**config.mk**
```make
export PLATFORM = sky130hd
export DESIGN_NAME = uart_tx_ctl_cfg
export DESIGN_NICKNAME = d
export VERILOG_FILES = /design/src/rtl/uart_tx_pkg.sv /design/src/rtl/uart_os_cnt.sv /design/src/rtl/uart_tx_ctl_cfg.sv
export SDC_FILE = /design/constraint.sdc
export NUM_CORES = 1
export LEC_CHECK = 0
export ABC_AREA = 1
export CAP_MARGIN = 0
export CORE_ASPECT_RATIO = 0.8
export CORE_UTILIZATION = 60
export DETAILED_ROUTE_END_ITERATION = 16
export PLACE_DENSITY = 0.95
export SLEW_MARGIN = 5
export SYNTH_ARGS = -nofsm -noshare
export SYNTH_HDL_FRONTEND = slang
export SYNTH_SLANG_ARGS = --single-unit
```
**constraint.sdc**
```tcl
create_clock -name clk_tx -period 2.97 [get_ports clk_tx]
set_input_delay 0.594 -clock clk_tx [delete_from_list [all_inputs] [get_ports clk_tx]]
set_output_delay 0.594 -clock clk_tx [all_outputs]
set_load 0.005 [all_outputs]
```
**src/rtl/uart_tx_pkg.sv**
```systemverilog
// Shared definitions for the configurable UART transmit controller.
//   tx_state_t      : FSM state encoding (IDLE..BRK)
//   PAR_*           : parity mode constants for the PARITY parameter
//   FRAME_*         : tx_frame_indicator encodings
//   frame_next()    : alternates the frame indicator between 01 and 10
package uart_tx_pkg;

  typedef enum logic [2:0] {
    S_IDLE  = 3'd0,
    S_START = 3'd1,
    S_DATA  = 3'd2,
    S_PAR   = 3'd3,
    S_STOP  = 3'd4,
    S_BRK   = 3'd5
  } tx_state_t;

  localparam int PAR_NONE = 0;
  localparam int PAR_EVEN = 1;
  localparam int PAR_ODD  = 2;

  localparam logic [1:0] FRAME_IDLE = 2'b00;
  localparam logic [1:0] FRAME_01   = 2'b01;
  localparam logic [1:0] FRAME_10   = 2'b10;

  function automatic logic [1:0] frame_next(input logic [1:0] last);
    return (last == FRAME_10) ? FRAME_01 : FRAME_10;
  endfunction

endpackage

```
**src/rtl/uart_os_cnt.sv**
```systemverilog
// Oversample counter: loads OVERSAMPLE-1, decrements to 0 and holds there.
//   clk    : transmit clock
//   rst_n  : synchronous active-low reset (counter -> 0)
//   tick   : baud_en; the counter only moves on ticks
//   load   : reload OVERSAMPLE-1 on this tick (state entry / next bit)
//   done   : counter is 0, i.e. current tick is the last one of the bit
module uart_os_cnt #(
  parameter int OVERSAMPLE = 16
) (
  input  logic clk,
  input  logic rst_n,
  input  logic tick,
  input  logic load,
  output logic done
);

  localparam int CW = $clog2(OVERSAMPLE);

  logic [CW-1:0] cnt;

  always_ff @(posedge clk) begin
    if (!rst_n)             cnt <= '0;
    else if (tick) begin
      if (load)             cnt <= CW'(OVERSAMPLE - 1);
      else if (cnt != '0)   cnt <= cnt - 1'b1;
    end
  end

  assign done = (cnt == '0);

endmodule

```
**src/rtl/uart_tx_ctl_cfg.sv**
```systemverilog
// Configurable UART transmitter: pops characters from a FWFT FIFO and sends
// start, DATA_BITS data (LSB first), optional parity and STOP_BITS stop bits.
// Supports level-requested line break and back-to-back frames.
//   clk_tx / rst_clk_tx_n : clock, synchronous active-low reset
//   baud_en               : oversample tick, OVERSAMPLE per bit
//   char_fifo_empty/dout  : FIFO status and head word
//   char_fifo_rd_en       : one-cycle pop per character
//   tx_break              : hold line low (after any frame in progress)
//   txd_tx                : registered serial line
//   tx_busy               : not IDLE
//   tx_bit_indicator      : last tick of each bit
//   tx_frame_indicator    : 00 idle/break, else alternates 10/01 per frame
module uart_tx_ctl_cfg
  import uart_tx_pkg::*;
#(
  parameter int DATA_BITS  = 8,
  parameter int PARITY     = 0,
  parameter int STOP_BITS  = 1,
  parameter int OVERSAMPLE = 16
) (
  input  logic                 clk_tx,
  input  logic                 rst_clk_tx_n,
  input  logic                 baud_en,
  input  logic                 char_fifo_empty,
  input  logic [DATA_BITS-1:0] char_fifo_dout,
  output logic                 char_fifo_rd_en,
  input  logic                 tx_break,
  output logic                 txd_tx,
  output logic                 tx_busy,
  output logic                 tx_bit_indicator,
  output logic [1:0]           tx_frame_indicator
);

  localparam int BW = $clog2(DATA_BITS);

  tx_state_t            state;
  logic [BW-1:0]        bit_cnt;
  logic [DATA_BITS-1:0] shift;
  logic                 par_bit;
  logic                 pop_flag;
  logic [1:0]           last_frame;
  logic                 os_done;
  logic                 os_load;
  logic                 last_data;
  logic                 last_stop;
  logic                 in_frame;

  assign last_data = (bit_cnt == BW'(DATA_BITS - 1));
  assign last_stop = (bit_cnt == BW'(STOP_BITS - 1));
  assign in_frame  = (state == S_START) || (state == S_DATA) ||
                     (state == S_PAR)   || (state == S_STOP);

  // Reload on every state entry and every new bit; a STOP that falls back to
  // IDLE does not reload, so the counter rests at 0 while idle.
  always_comb begin
    os_load = 1'b0;
    case (state)
      S_IDLE:                 os_load = tx_break | ~char_fifo_empty;
      S_START, S_DATA, S_PAR: os_load = os_done;
      S_STOP:                 os_load = os_done & (~last_stop | tx_break | ~char_fifo_empty);
      S_BRK:                  os_load = ~tx_break;
      default:                os_load = 1'b0;
    endcase
  end

  uart_os_cnt #(.OVERSAMPLE(OVERSAMPLE)) u_os_cnt (
    .clk   (clk_tx),
    .rst_n (rst_clk_tx_n),
    .tick  (baud_en),
    .load  (os_load),
    .done  (os_done)
  );

  // pop_flag lives for exactly one tick period, so gating with baud_en
  // yields a single-cycle pop even when baud_en is tied high.
  assign char_fifo_rd_en  = pop_flag & baud_en;
  assign tx_bit_indicator = baud_en & os_done & in_frame;

  always_ff @(posedge clk_tx) begin
    if (!rst_clk_tx_n) begin
      state              <= S_IDLE;
      bit_cnt            <= '0;
      shift              <= '0;
      par_bit            <= 1'b0;
      pop_flag           <= 1'b0;
      txd_tx             <= 1'b1;
      tx_busy            <= 1'b0;
      tx_frame_indicator <= FRAME_IDLE;
      last_frame         <= FRAME_01;
    end else if (baud_en) begin
      pop_flag <= 1'b0;

      // Line follows the state of the previous tick.
      case (state)
        S_START, S_BRK: txd_tx <= 1'b0;
        S_DATA:         txd_tx <= shift[0];
        S_PAR:          txd_tx <= par_bit;
        default:        txd_tx <= 1'b1;
      endcase

      case (state)
        S_IDLE: begin
          if (tx_break) begin
            state              <= S_BRK;
            tx_busy            <= 1'b1;
            tx_frame_indicator <= FRAME_IDLE;
          end else if (!char_fifo_empty) begin
            state              <= S_START;
            tx_busy            <= 1'b1;
            shift              <= char_fifo_dout;
            par_bit            <= (^char_fifo_dout) ^ (PARITY == PAR_ODD);
            tx_frame_indicator <= frame_next(last_frame);
            last_frame         <= frame_next(last_frame);
          end
        end
        S_START: if (os_done) begin
          state   <= S_DATA;
          bit_cnt <= '0;
        end
        S_DATA: if (os_done) begin
          if (last_data) begin
            pop_flag <= 1'b1;
            bit_cnt  <= '0;
            state    <= (PARITY != PAR_NONE) ? S_PAR : S_STOP;
          end else begin
            bit_cnt <= bit_cnt + 1'b1;
            shift   <= shift >> 1;
          end
        end
        S_PAR: if (os_done) begin
          state   <= S_STOP;
          bit_cnt <= '0;
        end
        S_STOP: if (os_done) begin
          if (!last_stop) begin
            bit_cnt <= bit_cnt + 1'b1;
          end else begin
            bit_cnt <= '0;
            if (tx_break) begin
              state              <= S_BRK;
              tx_frame_indicator <= FRAME_IDLE;
            end else if (!char_fifo_empty) begin
              state              <= S_START;
              shift              <= char_fifo_dout;
              par_bit            <= (^char_fifo_dout) ^ (PARITY == PAR_ODD);
              tx_frame_indicator <= frame_next(last_frame);
              last_frame         <= frame_next(last_frame);
            end else begin
              state              <= S_IDLE;
              tx_busy            <= 1'b0;
              tx_frame_indicator <= FRAME_IDLE;
            end
          end
        end
        // Leaving a break always passes through one full stop period.
        S_BRK: if (!tx_break) begin
          state   <= S_STOP;
          bit_cnt <= '0;
        end
        default: begin
          state   <= S_IDLE;
          tx_busy <= 1'b0;
        end
      endcase
    end
  end

endmodule

```
# --- Word-level counts from Yosys, hierarchy flattened ---
# Index checks and enable logic that the tools add are counted.
classes:
  add_sub_neg: 2
  n_mul: 0
  div: 0
  order_cmp: 0
  eq_ne: 19
  shifts: 0
  n_mux: 58
  bitwise_logic: 11
  n_reduce_logical: 23
op_table:
  columns: ["op", "count"]
  rows:
  - ["$mux 3", 16]
  - ["$mux 8", 6]
  - ["$pmux 8 s3", 1]
  - ["$mux 2", 11]
  - ["$ne 2x2->1 const B", 10]
  - ["$pmux 3 s6", 1]
  - ["$mux 1", 14]
  - ["$pmux 3 s4", 1]
  - ["$reduce_and 6->1", 2]
  - ["$eq 3x3->1 const B", 3]
  - ["$reduce_and 9->1", 1]
  - ["$mux 4", 2]
  - ["$pmux 2 s2", 2]
  - ["$reduce_bool 4->1", 2]
  - ["$reduce_xor 8->1", 1]
  - ["$reduce_and 7->1", 1]
  - ["$eq 3x2->1 const B", 2]
  - ["$logic_not 3->1", 2]
  - ["$pmux 1 s3", 2]
  - ["$reduce_and 5->1", 1]
  - ["$and 1x1->1", 4]
  - ["$logic_not 4->1", 1]
  - ["$not 1->1", 4]
  - ["$pmux 1 s4", 1]
  - ["16 further kinds", 22]
word_totals:
  register_bits: 26
  latch_bits: 0
  mem_bits_rw: 0
  romBits: 0
  inputBits: 13
  out_inout_bits: 6
  word_cells: 123
  memories: 0

# --- Depth between registers and ports, before layout ---
# Gate-level depths: netlist of run 1.
depth:
  word_depth: 8
  mapped_depth: 11
  depth_no_buf: 11

# --- Hierarchy ---
# Synthesis of run 1 repeated with hierarchy kept, for this count alone.
unflattened:
  hier_cells: 286
  area_unflattened_um2: 1701.6
by_module_without_submodules:
  columns: ["mod", "n_inst", "cells_each", "area_each_um2", "seq_area_each_um2"]
  rows:
  - ["uart_tx_ctl_cfg", 1, 247, 1455.1, 440.4]
  - ["uart_os_cnt", 1, 39, 246.5, 80.1]

# --- Least setup slack after synthesis of run 1 ---
# Ideal clock, no wire load.
synth_path:
  path_type: "flip-flop to output port"
  start: "register u_os_cnt.cnt[0]"
  end: "output port tx_bit_indicator"
  t_arrival_ns: 1.011
  t_required_ns: 2.376
  slack_ns: 1.365
  stages_incl_launch_ff: 7
  n_path_buf: 0
  cell_sequence: "dfxtp_1 -> inv_1 -> ha_1 -> nand2_1 -> nor2_2 -> nand2_1 -> nor2_1"
synth_between:
  elab_chain_cells: 3
synth_rtl:
  columns: ["item", "line_no", "source"]
  rows:
  - ["from (decl)", "uart_os_cnt.sv:19", "logic [CW-1:0] cnt;"]
  - ["from (signal assigned)", "uart_os_cnt.sv:24", "if (load) cnt <= CW'(OVERSAMPLE - 1);"]
  - ["from (signal assigned)", "uart_os_cnt.sv:25", "else if (cnt != '0) cnt <= cnt - 1'b1;"]
  - ["$logic_not 4->1", "uart_os_cnt.sv:29", "assign done = (cnt == '0);"]
  - ["$and 1x1->1 (2 in series)", "uart_tx_ctl_cfg.sv:77", "assign tx_bit_indicator = baud_en & os_done & in_frame;"]
  - ["to (decl)", "uart_tx_ctl_cfg.sv:30", "output logic tx_bit_indicator,"]
# No other way between the ends.

# --- Worst setup path in the final report of run 1 ---
layout_path:
  start: "register state[1]"
  end: "output port tx_bit_indicator"
layout_between:
  elab_chain_cells: 5
  elab_cells_between_ends: 8
  classes_between: "eq/ne: 4; bitwise: 1; reduce/logical: 3"
layout_rtl:
  columns: ["item", "line_no", "source"]
  rows:
  - ["from (decl)", "uart_tx_ctl_cfg.sv:36", "tx_state_t state;"]
  - ["from (signal assigned)", "uart_tx_ctl_cfg.sv:124", "state <= (PARITY != PAR_NONE) ? S_PAR : S_STOP;"]
  - ["$eq 3x1->1 or $eq 3x2->1 (tied branches)", "uart_tx_ctl_cfg.sv:50", "assign in_frame = (state == S_START) || (state == S_DATA) ||"]
  - ["$logic_or 1x1->1 (2 in series)", "uart_tx_ctl_cfg.sv:50", null]
  - ["$logic_or 1x1->1 (*)", "uart_tx_ctl_cfg.sv:51", "(state == S_PAR) || (state == S_STOP);"]
  - ["$and 1x1->1 (*)", "uart_tx_ctl_cfg.sv:77", null]
# Every way passes the cells marked *; elsewhere a longest branch is shown, timed or not.

==> results of run 1 <==
synthesized netlist by cell type (3+ instances only):
library cell	number
nand4_1	8
clkbuf_1	3
o21ai_0	7
nor2_2	18
xor2_1	4
xnor2_1	5
a21oi_1	18
inv_2	4
nor2_1	31
nand2_1	93
nand3b_1	7
dfxtp_1	26
nand3_1	14
inv_1	20
ha_1	4
cells by family (layout without fill, tap and decap cells):
logic type,count (synthesis),after routing
and+or+nand+nor,177,177
buffers and inverters,32,49
AOI/OAI and AO/OA,29,29
DFF,26,26
xor gates and xnor gates,9,9
adders and majority gates,4,4
per-stage QoR:
step | hold WS (ns) | setup slack [ns]
after detailed placement | 0.4609 | 0.4689
after global placement | 0.4582 | 0.4869
final | 0.4764 | 0.3177
after floorplan | 0.4428 | 1.365
after global routing | 0.4910 | 0.1387
after CTS | 0.4802 | 0.3377
final cells by class:
class,instances,share of cell area
clock buffers,3,0.01122
clock inverters,1,0.01496
inverters,25,0.04676
multi-input cells,219,0.5468
flip-flops and latches,26,0.2594
well taps,38,0.02369
repair buffers,20,0.09726
registers in the layout (all words and copies together) (netlist names):
register            flops
shift                   8
u_os_cnt.cnt            4
bit_cnt                 3
state                   3
last_frame              2
tx_frame_indicator      2
par_bit                 1
pop_flag                1
tx_busy                 1
txd_tx                  1
layer usage:
metal / GRT usage / up-vias / wire [um]
li1: - / 916 / -
met1: 0.3534 / 776 / 1853
met2: 0.4366 / 59 / 1621
met3: 0.05909 / 6 / 243
met4: 0.07752 / 0 / 58
met5: 0 / - / 0
worst max-delay path, cell delays in order (launching register included):
cell             delay, ns
dfxtp_1               0.54
inv_1                 0.18
nand2_1               0.19
nand2_1               0.09
nand2_1               0.08
nand2_1               0.06
nor2_1                0.09
clkdlybuf4s50_1       0.50
worst paths after layout:
kind,from,to,slack [ns]
hold reg to reg,last_frame[1]$_SDFFE_PN0P_,last_frame[1]$_SDFFE_PN0P_,0.48
hold / removal,last_frame[1]$_SDFFE_PN0P_,last_frame[1]$_SDFFE_PN0P_,0.48
setup reg to reg,state[2]$_SDFFE_PN0P_,shift[3]$_SDFFE_PN0P_,0.83
setup / recovery,state[1]$_SDFFE_PN0P_,tx_bit_indicator,0.32
power groups by stage:
stage / sequential (mW) / combinational [mW] / clock (mW)
6_report: 0.534 / 0.856 / 0.248
5_1_grt: 0.548 / 0.978 / 0.261
4_1_cts: 0.534 / 0.844 / 0.252
3_5_place_dp: 0.540 / 0.836 / 0
3_3_place_gp: 0.539 / 0.813 / 0
2_1_floorplan: 0.505 / 0.692 / 0
==> metrics, run 1 <==
DR vias=1757; worst ir drop on vdd=599.8 uV; num ports=19; Core ar.=2765 um2; die area=3145 um2; commonest non-fill, non-tap cell in the layout=nand2_1; final setup TNS=0 ns; total CTS buffers=3; number of flops mapped to enable cells by yosys=0; CTS tree=done; fin. max-slew vios=0; htree depth=1; placed cell area=1954 um2; Clock Latency Late Sink=0.33 ns; register area=520.5 um2; library cells used by synthesis=27; ANT nets after route=0; worst path required time=2.38 ns; internal power=0.8808 mW; Pwr Density=816.0 nW/um2; Post-Synth Adder-Cell Area=0.02853; synthesized instance count=277; Worst Hold Class=reg2reg; Max Buffers Root-to-Sink=2; switching power of the nets=0.7569 mW; hold buffer count at CTS=0; first-pass GRT wire length=6768 um; Mapped Area=1754 um2; post-CTS sizing=0; final cell count without fillers=332; # port buffers=18; Crit Path Max Fanout=7; endpoints failing setup=0; Synth area leaders=dfxtp_1 30%, nand2_1 20%, nor2_1 6.6%; Critical Path Sink Type=output pin; DR DRC count=0; xor-xnor portion of the synthesized cell area=0.04494; fill cell count=236; Iter 0 DRT Violations=119; Synth top area share=0.2967; DP Cell Count=328; Root Driver=clkbuf_4; Synth Register Bits=26; total power=1.638 mW; Net Sw Frac=0.4622; status=complete, no violations; mux contribution to synthesized area=0; DR pass1 iterations=4; RSZ-0062 raised after global routing=false; maxcap violations=0; vias per std cell=5.292; DR WL/cell=11.38 um; share of cells above drive strength 1=0.1156; initial antenna violation count=0; Clock power frac=0.151; compound-cell area share of the yosys netlist=0.09344; Final Hold Viols=0; Synth area leader=dfxtp_1; Post-synth top flop=dfxtp_1; DP HPWL=2884 um; CP Launch Type=flip-flop; period utilisation layout=0.8930; main combinational cell family by area after synthesis=simple AND/OR/NAND/NOR gates; CTS Sinks=26; setup repair bufs after CTS=0; maximum clock frequency=377.0 MHz; Worst Tran Pin Value=0.5016 ns; Seq/Total Area, Yosys=0.2967; R2R depth=8; syn avg cell area=6.333 um2; Routed WL=3777 um; pin count of the biggest net entering global routing=19; starting density of the core=0.6344; Net Count, Synth=294; Synth async-reset ratio=0; Tmin final=2.652 ns; CP Class=reg2out; Nets=312; Comb pwr share=0.522; Multi-input gate area=1097 um2; Placement Rows=17; die height=50.36 um; P_leak=0.9139 nW; Area Growth Syn to Fin=14.41%; gr usage total=0.2670; Max Clock Skew=0.004438 ns; most frequent cells in the layout=93 x nand2_1, 31 x nor2_1, 26 x dfxtp_1; Arr. time, crit path=2.06 ns; Flop pwr share=0.326; Post-Synth Simple-Gate Area=0.4586; design area=2007 um2; Ant. Diodes=0; Overflow after GRT=0; routability cong.=0.8967; DIE WIDTH=62.45 um; Synth Warn #=0; relative slew slack=0.6656; Hold Path Cell Cnt=2; Clock Pin Slew Worst Setup and Hold Paths=0.15 ns; vias in the first global route=1572; final core utilization=0.7258
(Power assumes the default switching activity.)
==> run 2: changes to the inputs <==
--- a/config.mk
+++ b/config.mk
@@ -11,6 +11,7 @@
 export CORE_UTILIZATION = 60
 export DETAILED_ROUTE_END_ITERATION = 16
 export PLACE_DENSITY = 0.95
+export RECOVER_POWER = 100
 export SLEW_MARGIN = 5
 export SYNTH_ARGS = -nofsm -noshare
 export SYNTH_HDL_FRONTEND = slang
==> metrics, run 2 (synthesis results as in run 1) <==
fill cell count=238; starting density of the core=0.6344; Clock power frac=0.152; relative slew slack=0.4735; P_leak=0.9193 nW; Worst Tran Pin Value=0.7898 ns; fin. max-slew vios=0; Ant. Diodes=0; Worst Hold Class=reg2reg; Hold WS=0.4757 ns; pin count of the biggest net entering global routing=19; switching power of the nets=0.7498 mW; Placement Rows=17; worst ir drop on vdd=629.7 uV; gr usage total=0.2670; Max Clock Skew=0.002428 ns; Overflow after GRT=0; DIE WIDTH=62.45 um; total CTS buffers=3; die area=3145 um2; Arr. time, crit path=2.12 ns; setup repair bufs after CTS=0; status=complete, no violations; Tmin final=2.711 ns; CP Launch Type=flip-flop; post-CTS sizing=0; hold buffer count at CTS=0; num ports=19; Clock Pin Slew Worst Setup and Hold Paths=0.14 ns; CP Class=reg2out; period utilisation layout=0.9129; commonest non-fill, non-tap cell in the layout=nand2_1; RSZ-0062 raised after global routing=false; final setup TNS=0 ns; DR pass1 iterations=6; first-pass GRT wire length=6768 um; DR vias=1765; Clock Latency Late Sink=0.33 ns; Max Buffers Root-to-Sink=2; Multi-input gate area=1084 um2; Iter 0 DRT Violations=89; CTS Sinks=26; Critical Path Sink Type=output pin; share of cells above drive strength 1=0.1020; CTS tree=done; internal power=0.8726 mW; die height=50.36 um; ANT nets after route=0; endpoints failing setup=0; Root Driver=clkbuf_4; Final Hold Viols=0; Nets=312; most frequent cells in the layout=93 x nand2_1, 33 x nor2_1, 26 x dfxtp_1; Flop pwr share=0.330; Area Growth Syn to Fin=13.41%; Core ar.=2765 um2; Largest register FFs=8; worst path required time=2.38 ns; register area=520.5 um2; # port buffers=18; DP HPWL=2884 um; Pwr Density=815.5 nW/um2; Crit Path Max Fanout=7; maximum clock frequency=368.8 MHz; vias per std cell=5.316; Routed WL=3752 um; DR WL/cell=11.30 um; routability cong.=0.8967; Comb pwr share=0.519; initial antenna violation count=0; biggest regs=shift (8), u_os_cnt.cnt (4); Net Sw Frac=0.4622; htree depth=1; vias in the first global route=1572; DR DRC count=0; largest register by flop count=shift; maxcap violations=0
run 2: final cells by class:
type,count,area share
sequential,26,0.2616
multi-input combinational,219,0.5447
inverter,25,0.04717
clock inverter,1,0.01509
timing repair buffer,20,0.09623
tap,38,0.02390
clock buffer,3,0.01132
run 2: power by group through the flow:
stage | combinational (mW) | clock, mW | sequential (mW)
2_1_floorplan | 0.692 | 0 | 0.505
3_3_place_gp | 0.813 | 0 | 0.539
3_5_place_dp | 0.836 | 0 | 0.540
4_1_cts | 0.844 | 0.252 | 0.534
5_1_grt | 0.962 | 0.261 | 0.548
6_report | 0.842 | 0.246 | 0.535
run 2: final timing paths:
kind,cells past startpoint,startpoint,slack (ns),to
worst max-delay path,7,state[1]$_SDFFE_PN0P_,0.26,tx_bit_indicator
worst min-delay path,2,tx_frame_indicator[0]$_SDFFE_PN0P_,0.48,tx_frame_indicator[0]$_SDFFE_PN0P_
worst max register to register,8,state[2]$_SDFFE_PN0P_,0.40,shift[3]$_SDFFE_PN0P_
worst min register to register,2,tx_frame_indicator[0]$_SDFFE_PN0P_,0.48,tx_frame_indicator[0]$_SDFFE_PN0P_
run 2: critical path: stages (launching register included):
cell           delay, ns
dfxtp_1             0.55
inv_1               0.18
nand2_1             0.18
nand2_1             0.09
nand2_1             0.08
nand2_1             0.06
nor2_1              0.09
dlygate4sd3_1       0.56
run 2: stage by stage:
stage | cell area, um2 | total power, mW | worst slack, ns | util | cells
4_1_cts | 2007 | 1.630 | 0.3377 | 0.7258 | 332
5_1_grt | 1989 | 1.770 | 0.08241 | 0.7195 | 332
6_report | 1989 | 1.622 | 0.2588 | 0.7195 | 332
3_3_place_gp | 1954 | 1.352 | 0.4869 | 0.7068 | 328
2_1_floorplan | 1754 | 1.196 | 1.365 | - | 277
3_5_place_dp | 1954 | 1.376 | 0.4689 | 0.7068 | 328
run 2: per-layer routing:
layer	track usage	routed length, um	up-vias
met1	0.3534	1811	774
met5	0	0	-
li1	-	-	918
met4	0.07752	61	0
met3	0.05909	260	8
met2	0.4366	1617	65
==> run 3: changes to the inputs <==
--- a/config.mk
+++ b/config.mk
@@ -5,7 +5,7 @@
 export SDC_FILE = /design/constraint.sdc
 export NUM_CORES = 1
 export LEC_CHECK = 0
-export ABC_AREA = 1
+export ABC_AREA = 0
 export CAP_MARGIN = 0
 export CORE_ASPECT_RATIO = 0.8
 export CORE_UTILIZATION = 60
==> metrics, run 3 <==
status=complete, no violations; Tmin final=2.854 ns; Routed WL=3984 um; Pwr Density=701.4 nW/um2; relative slew slack=0.3809; worst path required time=2.38 ns; maxcap violations=0; Largest delay share family, worst path=simple AND/OR/NAND/NOR gates; Critical Path Sink Type=output pin; CTS tree=done; Core ar.=2522 um2; P_leak=0.7715 nW; endpoints failing setup=0; Nets=224; Mapped Area=1642 um2; fill cell count=198; htree depth=1; Iter 0 DRT Violations=144; crit-path cells=inv_1 -> ha_1 -> or3b_4 -> a21oi_1 -> and2_1 -> clkdlybuf4s50_1; Arr. time, crit path=2.26 ns; Hold Path Cell Cnt=2; worst ir drop on vdd=421.9 uV; Net Count, Synth=209; DP HPWL=2903 um; Seq/Total Area, Yosys=0.3171; final setup TNS=0 ns; Placement Rows=16; DR DRC count=0; hold buffer count at CTS=0; worst r2r dst=shift[0]$_SDFFE_PN0P_; # port buffers=18; Synth Register Bits=26; vias per std cell=6.161; period utilisation layout=0.9608; Post-synth top flop=dfxtp_1; Synth async-reset ratio=0; routability cong.=0.9702; biggest regs=shift (8), u_os_cnt.cnt (4); DR WL/cell=16.46 um; slowest stage delay, CP=0.50 ns; Crit Path Max Fanout=9; DR vias=1491; Clock Pin Slew Worst Setup and Hold Paths=0.15 ns; Clock Latency Late Sink=0.34 ns; Worst Tran Pin Value=0.9237 ns; CTS Sinks=26; fin. max-slew vios=0; Worst Hold Class=reg2reg; starting density of the core=0.6508; Overflow after GRT=0; count leader, synth=dfxtp_1; library cells used by synthesis=55; Final Hold Viols=0; Largest register FFs=8; vias in the first global route=1416; hold_sp=shift[7]$_SDFFE_PN0P_; synthesized instance count=192; Ant. Diodes=0; number of flops mapped to enable cells by yosys=0; most frequent cells in the layout=26 x dfxtp_1, 24 x nand2_1, 12 x o21ai_0; first-pass GRT wire length=6617 um; Root Driver=clkbuf_4; Crit-path slowest cell=clkdlybuf4s50_1; pin count of the biggest net entering global routing=22; Hold WS=0.4773 ns; worst hold path endpoint=shift[7]$_SDFFE_PN0P_; Synth top area share=0.3171; RSZ-0062 raised after global routing=false; DIE WIDTH=60.48 um; setup repair bufs after CTS=0; die height=48.79 um; total CTS buffers=3; Max Buffers Root-to-Sink=2; R2R depth=7; CP Class=reg2out; DR pass1 iterations=4; maximum clock frequency=350.4 MHz; num ports=19; total power=1.312 mW; CP Launch Type=flip-flop; worst r2r src=u_os_cnt.cnt[0]$_SDFFE_PN0P_; die area=2951 um2; share of cells above drive strength 1=0.09223; Buf/Inv on CP=2; final core utilization=0.7416; initial antenna violation count=0; R2R setup slack=0.73 ns; Synth area leader=dfxtp_1; Synth top cells by count=26 x dfxtp_1, 24 x nand2_1, 11 x o21ai_0, 9 x o211a_1; ANT nets after route=0; largest register by flop count=shift; commonest non-fill, non-tap cell in the layout=dfxtp_1; gr usage total=0.2991; Max Clock Skew=0.01038 ns; Area Growth Syn to Fin=13.95%; Synth area leaders=dfxtp_1 32%, o211a_1 5.5%, nand2_1 5.5%; Synth Warn #=0; syn avg cell area=8.550 um2
==> run 3: report_power, final <==
group | switching, mW | leakage (nW) | internal, mW | total [mW]
clock network | 0.111 | 0.0279 | 0.137 | 0.248
logic | 0.345 | 0.531 | 0.263 | 0.608
registers | 0.0455 | 0.212 | 0.411 | 0.456
==> run 3: kinds of logic (layout without fill, tap and decap cells) <==
family,after synthesis,in the layout,share of synthesized area
buffers and inverters,23,37,0.06783
flip-flops,26,26,0.3171
multiplexers,8,8,0.04878
XOR/XNOR,7,7,0.03735
AND/OR/NAND/NOR,72,72,0.2576
AO/OA/AOI/OAI,52,52,0.2409
adder cells (fa/ha/maj),4,4,0.03049
==> run 3: worst max path at each step <==
stage / startpoint / endpoint / cells after the start
6_report: u_os_cnt.cnt[0]$_SDFFE_PN0P_ / tx_bit_indicator / 6
5_1_grt: u_os_cnt.cnt[0]$_SDFFE_PN0P_ / tx_bit_indicator / 6
4_1_cts: u_os_cnt.cnt[0]$_SDFFE_PN0P_ / tx_bit_indicator / 6
3_5_place_dp: u_os_cnt.cnt[0]$_SDFFE_PN0P_ / tx_bit_indicator / 6
3_3_place_gp: u_os_cnt.cnt[0]$_SDFFE_PN0P_ / tx_bit_indicator / 6
2_1_floorplan: u_os_cnt.cnt[0]$_SDFFE_PN0P_ / tx_bit_indicator / 6
==> run 3: through the flow <==
step | area [um2] | std cells | setup WS (ns)
after floorplan | 1642 | 192 | 1.052
after global placement | 1838 | 238 | 0.4943
after detailed placement | 1838 | 238 | 0.4325
after CTS | 1891 | 242 | 0.03032
after global routing | 1871 | 242 | 0.01575
final | 1871 | 242 | 0.1164
==> run 3: what timing repair did <==
item | in CTS | in global routing
resized for setup | 0 | 1
endpoints found under the setup margin | 0 | 1
endpoints found under the hold margin | 0 | 0
==> run 3: metal layers <==
layer  vias up  GRT usage  wire length [um]
met5         -          0                 0
met4         0    0.07576                70
met3         8    0.06101               331
met2        74     0.4908              1913
met1       690     0.3977              1668
li1        719          -                 -
==> run 3: worst register-to-register path: cells and delay by family (launching register included) <==
family	cells	cell delay, ns
AOI/OAI and AO/OA	2	0.25
adders and majority gates	1	0.22
buffers and inverters	1	0.08
DFF	1	0.36
and+or+nand+nor	3	1.25
==> run 3: area by class of cell <==
cell class | instances | area [um2] | share of cell area
inverters | 8 | 30.03 | 0.01605
flip-flops and latches | 26 | 520.5 | 0.2783
clock inverters | 1 | 30.03 | 0.01605
clock buffers | 3 | 22.52 | 0.01204
repair buffers | 25 | 229.0 | 0.1224
multi-input cells | 143 | 993.5 | 0.5311
well taps | 36 | 45.04 | 0.02408
